`src/rtl/cub_mem_req_issue_if.sv`:
```
// rtl/cub_mem_req_issue_if.sv - EX-side request bus and controller-side issue bus of cub_mem_req_issue
interface cub_mem_req_issue_if;
   logic        ex_mem_valid;
   logic        ex_mem_ready;
   logic        ex_mem_flush;
   logic [1:0]  ex_mem_sel;
   logic        ex_mem_we;
   logic [1:0]  ex_mem_data_type;
   logic        ex_mem_rdata_sign_ext;
   logic [4:0]  ex_mem_rdst_greg;
   logic [31:0] ex_mem_operand_a;
   logic [31:0] ex_mem_operand_b;
   logic [31:0] ex_mem_wr_data;

   logic        cub_mem_op_enable;
   logic [1:0]  cub_mem_sel;
   logic        cub_mem_we;
   logic [1:0]  cub_mem_data_type;
   logic        cub_mem_rdata_sign_ext;
   logic [4:0]  cub_mem_rdst_greg_in;
   logic [31:0] cub_mem_operand_a;
   logic [31:0] cub_mem_operand_b;
   logic [31:0] cub_mem_wr_data;
   logic        cub_mem_op_sta_clr;
   logic        cub_mif_data_l1b_gnt;
   logic        cub_mif_data_cram_gnt;
   logic        cub_mif_data_scache_gnt;
   logic        cub_mem_rvalid;

   modport slave (
      input  ex_mem_valid, ex_mem_flush, ex_mem_sel, ex_mem_we, ex_mem_data_type,
             ex_mem_rdata_sign_ext, ex_mem_rdst_greg, ex_mem_operand_a, ex_mem_operand_b,
             ex_mem_wr_data,
      output ex_mem_ready,
      output cub_mem_op_enable, cub_mem_sel, cub_mem_we, cub_mem_data_type,
             cub_mem_rdata_sign_ext, cub_mem_rdst_greg_in, cub_mem_operand_a,
             cub_mem_operand_b, cub_mem_wr_data, cub_mem_op_sta_clr,
      input  cub_mif_data_l1b_gnt, cub_mif_data_cram_gnt, cub_mif_data_scache_gnt,
             cub_mem_rvalid
   );

   modport master (
      output ex_mem_valid, ex_mem_flush, ex_mem_sel, ex_mem_we, ex_mem_data_type,
             ex_mem_rdata_sign_ext, ex_mem_rdst_greg, ex_mem_operand_a, ex_mem_operand_b,
             ex_mem_wr_data,
      input  ex_mem_ready,
      input  cub_mem_op_enable, cub_mem_sel, cub_mem_we, cub_mem_data_type,
             cub_mem_rdata_sign_ext, cub_mem_rdst_greg_in, cub_mem_operand_a,
             cub_mem_operand_b, cub_mem_wr_data, cub_mem_op_sta_clr,
      output cub_mif_data_l1b_gnt, cub_mif_data_cram_gnt, cub_mif_data_scache_gnt,
             cub_mem_rvalid
   );
endinterface

```
`src/rtl/cub_mem_req_issue.sv`:
```
// rtl/cub_mem_req_issue.sv - in-order request queue, bank-grant pop, read credit tracking and flush clear
// QDEPTH must be a power of two and at least 2.
module cub_mem_req_issue #(
   parameter int QDEPTH             = 2,
   parameter int MAX_RD_OUTSTANDING = 4,
   parameter int CNT_W              = 3
) (
   input  logic               clk,
   input  logic               rst,
   cub_mem_req_issue_if.slave bus,
   output logic [CNT_W-1:0]   rd_outstanding,
   output logic               rsp_err,
   output logic               idle
);
   localparam int AW = $clog2(QDEPTH);
   localparam logic [AW:0]      OCC_FULL = (AW+1)'(QDEPTH);
   localparam logic [CNT_W-1:0] MAX_CNT  = CNT_W'(MAX_RD_OUTSTANDING);

   typedef struct packed {
      logic [1:0]  sel;
      logic        we;
      logic [1:0]  data_type;
      logic        sign_ext;
      logic [4:0]  rdst;
      logic [31:0] opa;
      logic [31:0] opb;
      logic [31:0] wdata;
   } op_t;

   op_t              mem_q [QDEPTH];
   op_t              mem_d [QDEPTH];
   logic [AW-1:0]    wr_ptr_q, wr_ptr_d;
   logic [AW-1:0]    rd_ptr_q, rd_ptr_d;
   logic [AW:0]      occ_q, occ_d;
   logic [CNT_W-1:0] cnt_q, cnt_d;
   logic             err_q, err_d;
   logic             clr_q, clr_d;

   op_t  in_op, head, out_op;
   logic empty, full, ready, op_en, sel_gnt;
   logic push, pop, rd_pop, rv;

   always_comb begin
      in_op = '{sel:       bus.ex_mem_sel,
                we:        bus.ex_mem_we,
                data_type: bus.ex_mem_data_type,
                sign_ext:  bus.ex_mem_rdata_sign_ext,
                rdst:      bus.ex_mem_rdst_greg,
                opa:       bus.ex_mem_operand_a,
                opb:       bus.ex_mem_operand_b,
                wdata:     bus.ex_mem_wr_data};
      head  = mem_q[rd_ptr_q];
      empty = (occ_q == '0);
      full  = (occ_q == OCC_FULL);
      ready = !full && !bus.ex_mem_flush && !clr_q;
      // Writes never consume read credit, so only reads are throttled.
      op_en = !empty && !clr_q && (head.we || (cnt_q < MAX_CNT));
      unique case (head.sel)
         2'b00:   sel_gnt = bus.cub_mif_data_l1b_gnt;
         2'b01:   sel_gnt = bus.cub_mif_data_cram_gnt;
         default: sel_gnt = bus.cub_mif_data_scache_gnt;
      endcase
      pop    = op_en && sel_gnt && !bus.ex_mem_flush;
      push   = bus.ex_mem_valid && ready;
      rd_pop = pop && !head.we;
      rv     = bus.cub_mem_rvalid && !clr_q;
      out_op = empty ? '0 : head;
   end

   always_comb begin
      mem_d    = mem_q;
      wr_ptr_d = wr_ptr_q;
      rd_ptr_d = rd_ptr_q;
      occ_d    = occ_q;
      cnt_d    = cnt_q;
      err_d    = err_q;
      clr_d    = bus.ex_mem_flush;
      if (bus.ex_mem_flush) begin
         wr_ptr_d = '0;
         rd_ptr_d = '0;
         occ_d    = '0;
         cnt_d    = '0;
      end else begin
         if (push) begin
            mem_d[wr_ptr_q] = in_op;
            wr_ptr_d        = wr_ptr_q + AW'(1);
         end
         if (pop) begin
            rd_ptr_d = rd_ptr_q + AW'(1);
         end
         if (push && !pop) begin
            occ_d = occ_q + (AW+1)'(1);
         end else if (pop && !push) begin
            occ_d = occ_q - (AW+1)'(1);
         end
         // A response with nothing tracked is a protocol error, not a wrap.
         if (rd_pop && !rv) begin
            cnt_d = cnt_q + CNT_W'(1);
         end else if (rv && !rd_pop) begin
            if (cnt_q == '0) begin
               err_d = 1'b1;
            end else begin
               cnt_d = cnt_q - CNT_W'(1);
            end
         end
      end
   end

   always_ff @(posedge clk) begin
      if (rst) begin
         wr_ptr_q <= '0;
         rd_ptr_q <= '0;
         occ_q    <= '0;
         cnt_q    <= '0;
         err_q    <= 1'b0;
         clr_q    <= 1'b0;
      end else begin
         wr_ptr_q <= wr_ptr_d;
         rd_ptr_q <= rd_ptr_d;
         occ_q    <= occ_d;
         cnt_q    <= cnt_d;
         err_q    <= err_d;
         clr_q    <= clr_d;
      end
      mem_q <= mem_d;
   end

   assign bus.ex_mem_ready           = ready;
   assign bus.cub_mem_op_enable      = op_en;
   assign bus.cub_mem_op_sta_clr     = clr_q;
   assign bus.cub_mem_sel            = out_op.sel;
   assign bus.cub_mem_we             = out_op.we;
   assign bus.cub_mem_data_type      = out_op.data_type;
   assign bus.cub_mem_rdata_sign_ext = out_op.sign_ext;
   assign bus.cub_mem_rdst_greg_in   = out_op.rdst;
   assign bus.cub_mem_operand_a      = out_op.opa;
   assign bus.cub_mem_operand_b      = out_op.opb;
   assign bus.cub_mem_wr_data        = out_op.wdata;

   assign rd_outstanding = cnt_q;
   assign rsp_err        = err_q;
   assign idle           = empty && (cnt_q == '0);
endmodule
```
`src/flat_wrapper.sv`:
```
// flat-port wrapper written by rule: the top's interface ports become plain ports
module cub_mem_req_issue_flat 
#(
   parameter int QDEPTH             = 2,
   parameter int MAX_RD_OUTSTANDING = 4,
   parameter int CNT_W              = 3
)
  (clk, rst, rd_outstanding, rsp_err, idle, bus_ex_mem_valid, bus_ex_mem_flush, bus_ex_mem_sel, bus_ex_mem_we, bus_ex_mem_data_type, bus_ex_mem_rdata_sign_ext, bus_ex_mem_rdst_greg, bus_ex_mem_operand_a, bus_ex_mem_operand_b, bus_ex_mem_wr_data, bus_ex_mem_ready, bus_cub_mem_op_enable, bus_cub_mem_sel, bus_cub_mem_we, bus_cub_mem_data_type, bus_cub_mem_rdata_sign_ext, bus_cub_mem_rdst_greg_in, bus_cub_mem_operand_a, bus_cub_mem_operand_b, bus_cub_mem_wr_data, bus_cub_mem_op_sta_clr, bus_cub_mif_data_l1b_gnt, bus_cub_mif_data_cram_gnt, bus_cub_mif_data_scache_gnt, bus_cub_mem_rvalid);
  cub_mem_req_issue_if bus_i ();
  input  logic clk;
  input  logic rst;
  output logic [CNT_W-1:0] rd_outstanding;
  output logic rsp_err;
  output logic idle;
  input wire logic [$bits(bus_i.ex_mem_valid)-1:0] bus_ex_mem_valid;
  input wire logic [$bits(bus_i.ex_mem_flush)-1:0] bus_ex_mem_flush;
  input wire logic [$bits(bus_i.ex_mem_sel)-1:0] bus_ex_mem_sel;
  input wire logic [$bits(bus_i.ex_mem_we)-1:0] bus_ex_mem_we;
  input wire logic [$bits(bus_i.ex_mem_data_type)-1:0] bus_ex_mem_data_type;
  input wire logic [$bits(bus_i.ex_mem_rdata_sign_ext)-1:0] bus_ex_mem_rdata_sign_ext;
  input wire logic [$bits(bus_i.ex_mem_rdst_greg)-1:0] bus_ex_mem_rdst_greg;
  input wire logic [$bits(bus_i.ex_mem_operand_a)-1:0] bus_ex_mem_operand_a;
  input wire logic [$bits(bus_i.ex_mem_operand_b)-1:0] bus_ex_mem_operand_b;
  input wire logic [$bits(bus_i.ex_mem_wr_data)-1:0] bus_ex_mem_wr_data;
  output wire logic [$bits(bus_i.ex_mem_ready)-1:0] bus_ex_mem_ready;
  output wire logic [$bits(bus_i.cub_mem_op_enable)-1:0] bus_cub_mem_op_enable;
  output wire logic [$bits(bus_i.cub_mem_sel)-1:0] bus_cub_mem_sel;
  output wire logic [$bits(bus_i.cub_mem_we)-1:0] bus_cub_mem_we;
  output wire logic [$bits(bus_i.cub_mem_data_type)-1:0] bus_cub_mem_data_type;
  output wire logic [$bits(bus_i.cub_mem_rdata_sign_ext)-1:0] bus_cub_mem_rdata_sign_ext;
  output wire logic [$bits(bus_i.cub_mem_rdst_greg_in)-1:0] bus_cub_mem_rdst_greg_in;
  output wire logic [$bits(bus_i.cub_mem_operand_a)-1:0] bus_cub_mem_operand_a;
  output wire logic [$bits(bus_i.cub_mem_operand_b)-1:0] bus_cub_mem_operand_b;
  output wire logic [$bits(bus_i.cub_mem_wr_data)-1:0] bus_cub_mem_wr_data;
  output wire logic [$bits(bus_i.cub_mem_op_sta_clr)-1:0] bus_cub_mem_op_sta_clr;
  input wire logic [$bits(bus_i.cub_mif_data_l1b_gnt)-1:0] bus_cub_mif_data_l1b_gnt;
  input wire logic [$bits(bus_i.cub_mif_data_cram_gnt)-1:0] bus_cub_mif_data_cram_gnt;
  input wire logic [$bits(bus_i.cub_mif_data_scache_gnt)-1:0] bus_cub_mif_data_scache_gnt;
  input wire logic [$bits(bus_i.cub_mem_rvalid)-1:0] bus_cub_mem_rvalid;
  assign bus_i.ex_mem_valid = bus_ex_mem_valid;
  assign bus_i.ex_mem_flush = bus_ex_mem_flush;
  assign bus_i.ex_mem_sel = bus_ex_mem_sel;
  assign bus_i.ex_mem_we = bus_ex_mem_we;
  assign bus_i.ex_mem_data_type = bus_ex_mem_data_type;
  assign bus_i.ex_mem_rdata_sign_ext = bus_ex_mem_rdata_sign_ext;
  assign bus_i.ex_mem_rdst_greg = bus_ex_mem_rdst_greg;
  assign bus_i.ex_mem_operand_a = bus_ex_mem_operand_a;
  assign bus_i.ex_mem_operand_b = bus_ex_mem_operand_b;
  assign bus_i.ex_mem_wr_data = bus_ex_mem_wr_data;
  assign bus_ex_mem_ready = bus_i.ex_mem_ready;
  assign bus_cub_mem_op_enable = bus_i.cub_mem_op_enable;
  assign bus_cub_mem_sel = bus_i.cub_mem_sel;
  assign bus_cub_mem_we = bus_i.cub_mem_we;
  assign bus_cub_mem_data_type = bus_i.cub_mem_data_type;
  assign bus_cub_mem_rdata_sign_ext = bus_i.cub_mem_rdata_sign_ext;
  assign bus_cub_mem_rdst_greg_in = bus_i.cub_mem_rdst_greg_in;
  assign bus_cub_mem_operand_a = bus_i.cub_mem_operand_a;
  assign bus_cub_mem_operand_b = bus_i.cub_mem_operand_b;
  assign bus_cub_mem_wr_data = bus_i.cub_mem_wr_data;
  assign bus_cub_mem_op_sta_clr = bus_i.cub_mem_op_sta_clr;
  assign bus_i.cub_mif_data_l1b_gnt = bus_cub_mif_data_l1b_gnt;
  assign bus_i.cub_mif_data_cram_gnt = bus_cub_mif_data_cram_gnt;
  assign bus_i.cub_mif_data_scache_gnt = bus_cub_mif_data_scache_gnt;
  assign bus_i.cub_mem_rvalid = bus_cub_mem_rvalid;
  cub_mem_req_issue #(.QDEPTH(QDEPTH), .MAX_RD_OUTSTANDING(MAX_RD_OUTSTANDING), .CNT_W(CNT_W)) u_core (.clk(clk), .rst(rst), .bus(bus_i), .rd_outstanding(rd_outstanding), .rsp_err(rsp_err), .idle(idle));
endmodule
```
`config.mk`:
```
export PLATFORM = sky130hd
export DESIGN_NAME = cub_mem_req_issue_flat
export DESIGN_NICKNAME = d
export VERILOG_FILES = /design/src/rtl/cub_mem_req_issue_if.sv /design/src/rtl/cub_mem_req_issue.sv /design/src/flat_wrapper.sv
export SDC_FILE = /design/constraint.sdc
export NUM_CORES = 1
export LEC_CHECK = 0
export ABC_AREA = 1
export CORE_MARGIN = 2
export CORE_UTILIZATION = 40
export CTS_BUF_LIST = sky130_fd_sc_hd__clkbuf_16
export CTS_CLUSTER_DIAMETER = 30
export CTS_CLUSTER_SIZE = 8
export DETAILED_ROUTE_END_ITERATION = 8
export DONT_BUFFER_PORTS = 1
export SYNTH_ARGS = -nofsm -noshare
export SYNTH_HDL_FRONTEND = slang
export SYNTH_SLANG_ARGS = --single-unit
```
`constraint.sdc`:
```
create_clock -name clk -period 8.7 [get_ports clk]
set_clock_uncertainty 0.1 [all_clocks]
set_input_delay 1.305 -clock clk [delete_from_list [all_inputs] [get_ports clk]]
set_output_delay 1.305 -clock clk [all_outputs]
set_load 0.01 [all_outputs]
```
After elaboration in Yosys (flattened, before gate mapping). Index checks and enable logic that the tools add are counted.

Muxes and demuxes: 13. $lt $le $gt $ge: 4. Add/subtract/negate cells: 6. Equal/unequal tests: 3. Bitwise operators: 4. Reduce and logical (&&, ||, !) cells: 34.

Operators with widths (count): 2-to-1 mux 107 bit (5); bitwise mux 214 bit (1); demux 107 bit (select 1 bit) (1); logical AND 1 bit (15); zero test 1 bit (9); 2-to-1 mux 3 bit (3); greater-or-equal comparator 2 bit, second input constant (2); zero test 2 bit (2); 2-to-1 mux 2 bit (2); NOT 1 -> 2 bit (2); AND reduction 2 bit (2); AND reduction 4 bit (1); nonzero test 2 bit (2); adder 3 x 1 -> 3 bit, second input constant (1); zero test 3 bit (1); less-than comparator 3 bit, second input constant (1); subtractor 3 x 1 -> 3 bit, second input constant (1); adder 1 bit, second input constant (2); adder 2 x 1 -> 2 bit, second input constant (1); equality test 2 x 1 -> 1 bit, second input constant (1); equality test 2 bit, second input constant (1); less-than comparator 2 x 1 -> 1 bit, second input constant (1); != test 2 x 1 -> 1 bit, second input constant (1); NOT 1 bit (2); 4 further kinds (4).

Register bits after elaboration: 223. Input bits: 115. Output and inout port bits: 115. Word-level logic and storage cells: 86.

Depth between registers and ports, before layout. Gate-level depths: netlist (run 1).

Word-level depth: 13. Depth in mapped cells: 16. Mapped depth without buffers: 15.

Worst setup path after synthesis (run 1). Ideal clock, no wire load.

Kind: input to register. From: input bus_ex_mem_flush. To: register u_core.mem_q[0] (netlist bit) (enable). Path slack: 1.784 ns. Cell stages on the path: 5. Path buffers: 0. Data arrival time: 6.242 ns. Setup time: 0.574 ns. Data required time: 8.026 ns. Cells stage by stage: inv_1 nand2_1 nor2_1 nand2_1 nor2_1.

Word-level cells in the longest chain between the ends: 5. Elaborated cells between the ends (all ways): 6. Those cells by class: bitwise: 1; reduce/logical: 5.

RTL lines: start, declared (line flat_wrapper.sv:16) `input wire logic [$bits(bus_i.ex_mem_flush)-1:0] bus_ex_mem_flush;`; zero test 1 bit (line cub_mem_req_issue.sv:55) `ready = !full && !bus.ex_mem_flush && !clr_q;`; logical AND 1 bit (2 in series) (line cub_mem_req_issue.sv:55); named net bus_ex_mem_ready (line flat_wrapper.sv:25) `output wire logic [$bits(bus_i.ex_mem_ready)-1:0] bus_ex_mem_ready;`; logical AND 1 bit (line cub_mem_req_issue.sv:64) `push = bus.ex_mem_valid && ready;`; AND reduction 2 bit (no line); end signal, assigned (line cub_mem_req_issue.sv:125) `mem_q <= mem_d;`; end, declared (line cub_mem_req_issue.sv:30) `op_t mem_q [QDEPTH];`.

The timed path passes the listed nets, and every way through them passes these cells. A chain may end at the register's enable or synchronous reset.

Worst setup path after layout (run 1).
From: register u_core.rd_ptr_q. To: output bus_cub_mem_sel[1].

Word-level cells in the longest chain between the ends: 5.

RTL lines: start, declared (line cub_mem_req_issue.sv:33) `logic [AW-1:0] rd_ptr_q, rd_ptr_d;`; start signal, assigned (line cub_mem_req_issue.sv:119) `rd_ptr_q <= rd_ptr_d;`; NOT 1 -> 2 bit (implied by the code) (line cub_mem_req_issue.sv:52) `head = mem_q[rd_ptr_q];`; 2-to-1 mux 107 bit (implied by the code) (3 in series) (line cub_mem_req_issue.sv:52); 2-to-1 mux 107 bit (line cub_mem_req_issue.sv:67) `out_op = empty ? '0 : head;`; end, declared (line flat_wrapper.sv:27) `output wire logic [$bits(bus_i.cub_mem_sel)-1:0] bus_cub_mem_sel;`.

No other way between the ends. The select of a mux whose other input is x is not followed.

==> metrics.yaml, run 1 <==
hold_buffers: 0
hold_path_class: "register to register"
via_per_inst: 5.05
cts_resized: 0
diodes: 0
design_area_mm2: 0.0102
cp_max_fo: 109
synth_nets: 771
start_kind: "register"
hold_viol: 0
synth_area_mm2: 0.00849
outcome: "finished, final reports clean"
route.detailed.drc: 0
hold_path.startpoint: "u_core.rsp_err$_SDFFE_PP0P_"
worst_slack_ps: 4570
drive_above_1_share: 0.115
route.detailed.wl_per_inst_um: 18.5
drv_slew: 0
p_sw_frac: 0.193
synth_area_leaders: "edfxtp_1 76%, nand2_1 10%, a21oi_1 6.7%"
area_growth_pct: 19.9
hold_slack_ps: 424
timing.rr.end: "u_core.rd_outstanding[2]$_SDFFE_PP0P_"
m1WireLength_um: 6160
gr-usage-all-layers: 0.155
grt_pass1_wl_um: 26800
wl_met2_um: 8880
cts.sinks: 223
end_kind: "output port"
gr-total-overflow: 0
drt_iter0_markers: 307
r2r_start: "u_core.rd_ptr_q$_SDFFE_PP0P_"
power-per-cell-area_mw_per_mm2: 287
seq_power_share: 0.418
grt_pass1_vias: 5046
synthCells: 652
io_pins: 230
initial_core_util: 0.406
max_cap_viol_count: 0
dp.cells: 898
yosysWarnings: 0
ys_types: 25
cts.clk_slew.worst_paths_ps: 40
die_w_um: 150
htree_levels: 2
final_nets: 788
async_reset_ff_frac: 0
max-slew-margin-rel: 0.149
period_needed_ps: 4130
synth_top_area_cell: "edfxtp_1"
synth_seq_area_share: 0.779
p_leak_nw: 3.59
final_cells: 970
synth_common_cells: "228 x nand2_1, 214 x edfxtp_1, 113 x a21oi_1"
gp_congestion: 0.810
placementRows: 53
top_layer: "met4"
port_buffers: 0
cts-buffers-inserted: 44
first_pass_iters: 4
wl_met3_um: 2340
wl_um: 17900
grt_max_degree: 110
rsz0062_at_grt: "false"
finalCritPeriodShare: 0.474
via_count: 4903
dp_hpwl_um: 11000
finalSetupViolCount: 0
fillers: 1807
post-route-util: 0.487
synth_top_area_frac: 0.757
syn_avg_cell_area_um2: 13.0
clkLatencyLatePin_ps: 500
multi_input_area_mm2: 0.00166
synth-edff-count: 214
p_switching_mw: 0.564
synth_most_common_cell: "nand2_1"
dieArea_mm2: 0.0224
antenna_left: 0
pwr-share-comb: 0.025
root_buffer: "clkbuf_16"
synth_ff_type: "edfxtp_1"
tns_ps: 0
regArea_mm2: 0.00661
r2r_cells: 12
core_mm2: 0.0209
tightest_slew_ps: 1280
dpl_cell_area_mm2: 0.00873
hold_depth: 2
crit_arrival_ps: 2720
ys_ff_latch: 223
p_total_mw: 2.92
clockBufferDepth: 3
ir_drop_v: 0.000167
internal_power_mw: 2.35
worst-endpoint-required_ps: 7300
r2r_slack_ps: 5040
max_freq_mhz: 242
cts_tree: "yes"
place_worst_setup_slack_ps: 4970
post_cts_buffers: 0
holdPathEnd: "u_core.rsp_err$_SDFFE_PP0P_"
fp.dieH_um: 150
p_clk_frac: 0.557
antenna_found_initial: 0
timing_worst_setup_path_type: "register to output port"
cell usage in the layout, fill, tap and decap left out, drive strengths merged:
master / Yosys / layout
a21oi: 113 / 113
and3: 1 / 1
buf: 17 / 5
bufinv: 0 / 7
clkbuf: 17 / 45
clkinv: 0 / 14
clkinvlp: 0 / 4
dfxtp: 9 / 9
edfxtp: 214 / 214
fa: 1 / 1
ha: 3 / 3
inv: 19 / 21
nand2: 231 / 231
nand3: 5 / 5
nand3b: 1 / 1
nand4: 1 / 1
nor2: 13 / 13
o21ai: 5 / 5
o22ai: 1 / 1
xnor2: 1 / 1
critical path, stage by stage (launching register included):
cell	delay [ps]
dfxtp_4	1090
inv_6	570
nand2_1	220
nand2_1	90
nor2_1	190
cells by family (layout without fill, tap and decap cells):
family	count (synthesis)	in the layout	synth area share
compound gates	119	119	0.0703
xor+xnor	1	1	0.00103
fa+ha+maj	4	4	0.00678
buf+inv	53	96	0.0274
flops	223	223	0.779
simple gates	252	252	0.116
power by group through the flow:
stage,Clock [mW],Sequential (mW),Combinational [mW]
floorplan,0,1.24,0.0584
global placement,0,1.24,0.0744
detailed placement,0,1.24,0.0763
CTS,1.65,1.22,0.0763
global route,1.70,1.22,0.0834
finish,1.62,1.22,0.0741
routing by layer:
metal | vias up | global-route usage
met3 | 49 | 0.0875
met1 | 2327 | 0.159
li1 | 2317 | -
met4 | 0 | 0.0703
met5 | - | 0
met2 | 210 | 0.260
flip-flops by register name, indices dropped and copies added (netlist names):
signal / count
u_core.rsp_err: 1
u_core.mem_q: 214
u_core.wr_ptr_q: 1
u_core.rd_outstanding: 3
u_core.rd_ptr_q: 1
u_core.occ_q: 2
u_core.bus.cub_mem_op_sta_clr: 1
cell type report:
cell class | instances | area share
inverters | 19 | 0.00750
clock inverters | 27 | 0.0310
well taps | 275 | 0.0338
flip-flops and latches | 223 | 0.650
repair buffers | 5 | 0.00369
clock buffers | 45 | 0.111
multi-input cells | 376 | 0.163
worst max path at each step:
stage                                      start                               endpoint  cells after the start
finish              u_core.rd_ptr_q$_SDFFE_PP0P_                     bus_cub_mem_sel[1]                      4
global route        u_core.rd_ptr_q$_SDFFE_PP0P_                     bus_cub_mem_sel[1]                      4
CTS                 u_core.rd_ptr_q$_SDFFE_PP0P_                     bus_cub_mem_sel[1]                      4
detailed placement  u_core.rd_ptr_q$_SDFFE_PP0P_  u_core.rd_outstanding[2]$_SDFFE_PP0P_                     12
global placement    u_core.rd_ptr_q$_SDFFE_PP0P_  u_core.rd_outstanding[2]$_SDFFE_PP0P_                     13
floorplan                       bus_ex_mem_flush              u_core.mem_q[0]$_DFFE_PP_                      5
Note: power is estimated with default switching activity, not from simulation.
==> inputs of run 2 (changes only) <==
==> constraint.sdc (replaced) <==
create_clock -name clk -period 3.97 [get_ports clk]
set_clock_uncertainty 0.1 [all_clocks]
set_input_delay 0.5955 -clock clk [delete_from_list [all_inputs] [get_ports clk]]
set_output_delay 0.5955 -clock clk [all_outputs]
set_load 0.01 [all_outputs]
==> run 2 against run 1 <==
  * Utilization fell by 0.34 points
  * Sequential share of layout area rose by 0.45 points
  * Via count up 0.12%
  * Register-to-register slack got worse by 3900 ps
  * Flip-flop and latch count stayed put
  * Global-route usage rose by 0.23 points
  * Largest power group unchanged
  * Highest routed layer unchanged
==> metrics.yaml, run 2 (synthesis gave the netlist of run 1 again) <==
outcome: "finished, final reports clean"  # unchanged
cpLargestDelayFamily: "buffers and inverters"  # was flip-flops
drive_above_1_share: 0.112  # was 0.115
slowest_delay_ps: 620  # was 1090 ps
crit_slowest_cell: "buf_4"  # was dfxtp_4
largest_register: "u_core.mem_q"  # unchanged
post_cts_buffers: 0  # unchanged
design_area_mm2: 0.0101  # was 0.0102 mm2
finalCritPeriodShare: 0.799
diodes: 0  # unchanged
grt_pass1_vias: 5099  # was 5046
ir_drop_v: 0.000525  # was 0.000167 V
wl_met3_um: 2420  # was 2340 um
start_kind: "register"  # unchanged
hold_buffers: 0  # unchanged
top_layer: "met4"  # unchanged
initial_core_util: 0.406  # unchanged
crit_arrival_ps: 2480  # was 2720 ps
largest_register_ffs: 214  # unchanged
grt_max_degree: 109  # was 110
finalSetupViolCount: 0  # unchanged
antenna_left: 0  # unchanged
route.detailed.drc: 0  # unchanged
hold_slack_ps: 65.5  # was 424 ps
clkLatencyLatePin_ps: 500  # about the same
gr-usage-all-layers: 0.158  # was 0.155
port_buffers: 0  # unchanged
clockBufferDepth: 3  # unchanged
worst-endpoint-required_ps: 3270  # was 7300 ps
wl_met2_um: 9240  # was 8880 um
htree_levels: 2  # unchanged
first_pass_iters: 4  # unchanged
m1WireLength_um: 6040  # was 6160 um
final_cell_mix: "228 x nand2_1, 214 x edfxtp_1, 113 x a21oi_1"  # unchanged
timing_worst_setup_path_type: "register to output port"  # unchanged
hold_path_class: "input pin to register"  # was register to register
p_total_mw: 6.15  # was 2.92 mW
rsz0062_at_grt: "false"  # unchanged
max_cap_viol_count: 0  # unchanged
gr-total-overflow: 0  # unchanged
final_nets: 790  # was 788
cts_tree: "yes"  # unchanged
root_buffer: "clkbuf_16"  # unchanged
fp.dieH_um: 150  # unchanged
via_count: 4909  # was 4903
fillers: 1825  # was 1807
tightest_slew_ps: 1190  # was 1280 ps
path_buf_inv: 2  # was 1
power-per-cell-area_mw_per_mm2: 609  # was 287 mW/mm2
dpl_cell_area_mm2: 0.00877  # was 0.00873 mm2
placementRows: 53  # unchanged
cts.sinks: 223  # unchanged
via_per_inst: 5.07  # was 5.05
path_cells: "inv_6 > buf_4 > nand2_1 > a21oi_1"  # was inv_6 > nand2_1 > nand2_1 > nor2_1
cts_resized: 0  # unchanged
cts-buffers-inserted: 42  # was 44
dieArea_mm2: 0.0224  # unchanged
cts.clk_slew.worst_paths_ps: 40  # about the same
p_leak_nw: 3.56  # was 3.59 nW
grt_pass1_wl_um: 27100  # was 26800 um
io_pins: 230  # unchanged
route.detailed.wl_per_inst_um: 18.7  # was 18.5 um
area_growth_pct: 19.0  # was 19.9%
die_w_um: 150  # unchanged
gp_congestion: 0.735  # was 0.810
drt_iter0_markers: 218  # was 307
layout_commonest_cell: "nand2_1"  # unchanged
wl_um: 18100  # was 17900 um
max_freq_mhz: 315
hold_viol: 0  # unchanged
period_needed_ps: 3170
dp_hpwl_um: 11100  # was 11000 um
antenna_found_initial: 0  # unchanged
post-route-util: 0.484  # was 0.487
cp_max_fo: 64  # was 109
max-slew-margin-rel: 0.208  # was 0.149
end_kind: "output port"  # unchanged
drv_slew: 0  # unchanged
core_mm2: 0.0209  # unchanged
-- run 2: cell types whose count changed in the layout (fill, tap and decap cells not counted), sizes merged --
cell,delta
bufinv,-2
clkbuf,-2
buf,+4
inv,+3
clkinv,-4
-- run 2: power by group --
group          switching, mW  internal [mW]
Sequential            0.0172           2.65
Combinational          0.132         0.0346
Clock                   1.06           2.25
-- run 2: metrics by stage --
| stage | instances | TNS (ps) | worst slack (ps) |
|---|---|---|---|
| final | 969 | 0 | 797 |
| after global routing | 969 | 0 | 560 |
| after CTS | 969 | 0 | 640 |
| after detailed placement | 902 | 0 | 1100 |
| after global placement | 902 | 0 | 1150 |
| after floorplan | 652 | -96510 | -451 |
-- run 2: worst register-to-register path, cell delays in order, from the launching register on --
cell and delay (ps):
dfxtp_4 690, inv_6 270, nand2_1 190, nand3_1 80
nand3_1 120, nand4_1 140, inv_1 80, ha_1 180
inv_1 70, fa_1 370, xnor2_1 200, nand3b_1 100
a21oi_1 130
-- run 2: cell type report --
class | instances | area [um2] | area share
clock buffers | 43 | 1080 | 0.107
clock inverters | 24 | 253 | 0.0250
flip-flops and latches | 223 | 6610 | 0.654
repair buffers | 9 | 80.1 | 0.00793
multi-input cells | 376 | 1660 | 0.164
well taps | 275 | 344 | 0.0341
inverters | 19 | 76.3 | 0.00756
-- run 2: path summary, 6_finish.rpt --
check                          startpoint                                       end  slack (ps)  cells past startpoint
min                                   rst  u_core.bus.cub_mem_op_sta_clr$_SDFF_PP0_          70                      1
min reg2reg  u_core.occ_q[1]$_SDFFE_PP0P_              u_core.occ_q[1]$_SDFFE_PP0P_         440                      2
max reg2reg  u_core.rd_ptr_q$_SDFFE_PP0P_     u_core.rd_outstanding[2]$_SDFFE_PP0P_        1180                     12
max          u_core.rd_ptr_q$_SDFFE_PP0P_               bus_cub_mem_rdst_greg_in[0]         800                      4
-- run 2: per-layer routing --
layer	vias up	global-route usage
met5	-	0
met3	39	0.0936
met2	201	0.273
met1	2350	0.158
li1	2319	-
met4	0	0.0514
==> inputs of run 3 (changes only) <==
==> constraint.sdc (replaced) <==
create_clock -name clk -period 3 [get_ports clk]
set_clock_uncertainty 0.1 [all_clocks]
set_input_delay 0.45 -clock clk [delete_from_list [all_inputs] [get_ports clk]]
set_output_delay 0.45 -clock clk [all_outputs]
set_load 0.01 [all_outputs]
==> run 3 against run 2 <==
  * First-iteration DRC count increased by 35%
  * Utilization rose by 6.0 points
  * Power increased by 39%
  * Global-route usage grew 1.5 points
  * Final area increased by 12%
  * Critical path depth did not move
  * Setup slack lost 500 ps
  * Via count is 12% higher
  * Critical endpoint is now bus_cub_mem_rdst_greg_in[1]
  * Highest routed layer is now met5
==> metrics.yaml, run 3 (synthesis gave the netlist of run 1 again) <==
outcome: "finished, final reports clean"  # unchanged
route.detailed.drc: 0  # unchanged
grt_pass1_vias: 5833  # was 5099
clockBufferDepth: 3  # unchanged
ir_drop_v: 0.000490  # was 0.000525 V
max-slew-margin-rel: 0.520  # was 0.208
period_needed_ps: 2710
first_pass_iters: 5  # was 4
grt_max_degree: 91  # was 109
cp_max_fo: 62  # was 64
power-per-cell-area_mw_per_mm2: 754  # was 609 mW/mm2
io_pins: 230  # unchanged
grt_pass1_wl_um: 29900  # was 27100 um
largest_register: "u_core.mem_q"  # unchanged
gr-total-overflow: 0  # unchanged
htree_levels: 2  # unchanged
cts.sinks: 223  # unchanged
start_kind: "register"  # unchanged
worst-endpoint-required_ps: 2450  # was 3270 ps
clkLatencyLatePin_ps: 510  # was 500 ps
placementRows: 53  # unchanged
antenna_left: 0  # unchanged
end_kind: "output port"  # unchanged
timing_worst_setup_path_type: "register to output port"  # unchanged
cts-buffers-inserted: 45  # was 42
core_mm2: 0.0209  # unchanged
rsz0062_at_grt: "false"  # unchanged
place_worst_setup_slack_ps: 628  # was 1100 ps
r2r_slack_ps: 650  # was 1180 ps
dieArea_mm2: 0.0224  # unchanged
via_count: 5521  # was 4909
gr-usage-all-layers: 0.172  # was 0.158
hold_viol: 0  # unchanged
largest_register_ffs: 214  # unchanged
root_buffer: "clkbuf_16"  # unchanged
finalSetupViolCount: 0  # unchanged
crit_arrival_ps: 2160  # was 2480 ps
final_cell_mix: "227 x nand2_1, 214 x edfxtp_1, 113 x a21oi_1"  # was 228 x nand2_1, 214 x edfxtp_1, 113 x a21oi_1
gp_congestion: 0.767  # was 0.735
finalCritPeriodShare: 0.902
antenna_found_initial: 2  # was 0
route.detailed.wl_per_inst_um: 18.3  # was 18.7 um
hold_path_class: "input pin to register"  # unchanged
drt_iter0_markers: 295  # was 218
tightest_slew_ps: 720  # was 1190 ps
layout_commonest_cell: "nand2_1"  # unchanged
drive_above_1_share: 0.109  # was 0.112
max_freq_mhz: 370
fp.dieH_um: 150  # unchanged
tns_ps: 0  # unchanged
die_w_um: 150  # unchanged
drv_slew: 0  # unchanged
p_leak_nw: 4.09  # was 3.56 nW
dp_hpwl_um: 11500  # was 11100 um
final_cells: 1093  # was 969
port_buffers: 0  # unchanged
area_growth_pct: 33.8  # was 19.0%
initial_core_util: 0.406  # unchanged
wl_um: 20000  # was 18100 um
via_per_inst: 5.05  # was 5.07
cts.clk_slew.worst_paths_ps: 40  # about the same
cts_tree: "yes"  # unchanged
max_cap_viol_count: 0  # unchanged
final_nets: 903  # was 790
post_cts_buffers: 0  # unchanged
worst_slack_ps: 295  # was 797 ps
dp.cells: 903  # was 902
hold_slack_ps: 100  # was 65.5 ps
## run 3: repair_timing
action                                  4_1_cts  5_1_grt
endpoints found under the setup margin        0       34
gates resized for setup                       0        2
hold buffers                                109        0
hold endpoints to repair                    216        0
## run 3: path summary, 6_finish.rpt
kind                                      from                                     to  depth (start not counted)
setup / recovery  u_core.occ_q[1]$_SDFFE_PP0P_            bus_cub_mem_rdst_greg_in[1]                          4
hold reg to reg   u_core.occ_q[1]$_SDFFE_PP0P_           u_core.occ_q[1]$_SDFFE_PP0P_                          2
hold / removal                             rst           u_core.rd_ptr_q$_SDFFE_PP0P_                          3
setup reg to reg  u_core.rd_ptr_q$_SDFFE_PP0P_  u_core.rd_outstanding[2]$_SDFFE_PP0P_                         13
## run 3: power by group
part	leakage [nW]	internal [mW]	switching, mW
combinational	1.35	0.145	0.224
clock	0.716	3.14	1.51
sequential	2.03	3.51	0.0228
## run 3: metrics by stage
stage | area [um2] | util | power [mW]
floorplan | 8510 | - | 3.76
global placement | 8800 | 0.421 | 3.81
detailed placement | 8800 | 0.421 | 3.82
CTS | 11300 | 0.543 | 8.63
global route | 11400 | 0.544 | 8.82
finish | 11400 | 0.544 | 8.56
## run 3: cell type report
| type | instances | area (um2) |
|---|---|---|
| Sequential cell | 223 | 6610 |
| Fill cell | 1683 | 9540 |
| Multi-Input combinational cell | 376 | 1670 |
| Antenna cell | 1 | 2.50 |
| Timing Repair Buffer | 119 | 1200 |
| Clock inverter | 33 | 274 |
| Clock buffer | 47 | 1180 |
| Tap cell | 275 | 344 |
| Inverter | 19 | 76.3 |
## run 3: routing by layer
metal  part of all wire  vias to the layer above  global-route usage
met1               0.36                     2676               0.184
met4              0.023                        2              0.0623
met2               0.52                      245               0.308
met5            0.00065                        -                   0
met3              0.094                       39              0.0689
li1                   -                     2559                   -
## run 3: critical path, stage by stage, from the launching register on
cell	delay, ps
dfxtp_1	340
nor2_4	120
buf_4	550
buf_6	420
a21oi_1	180
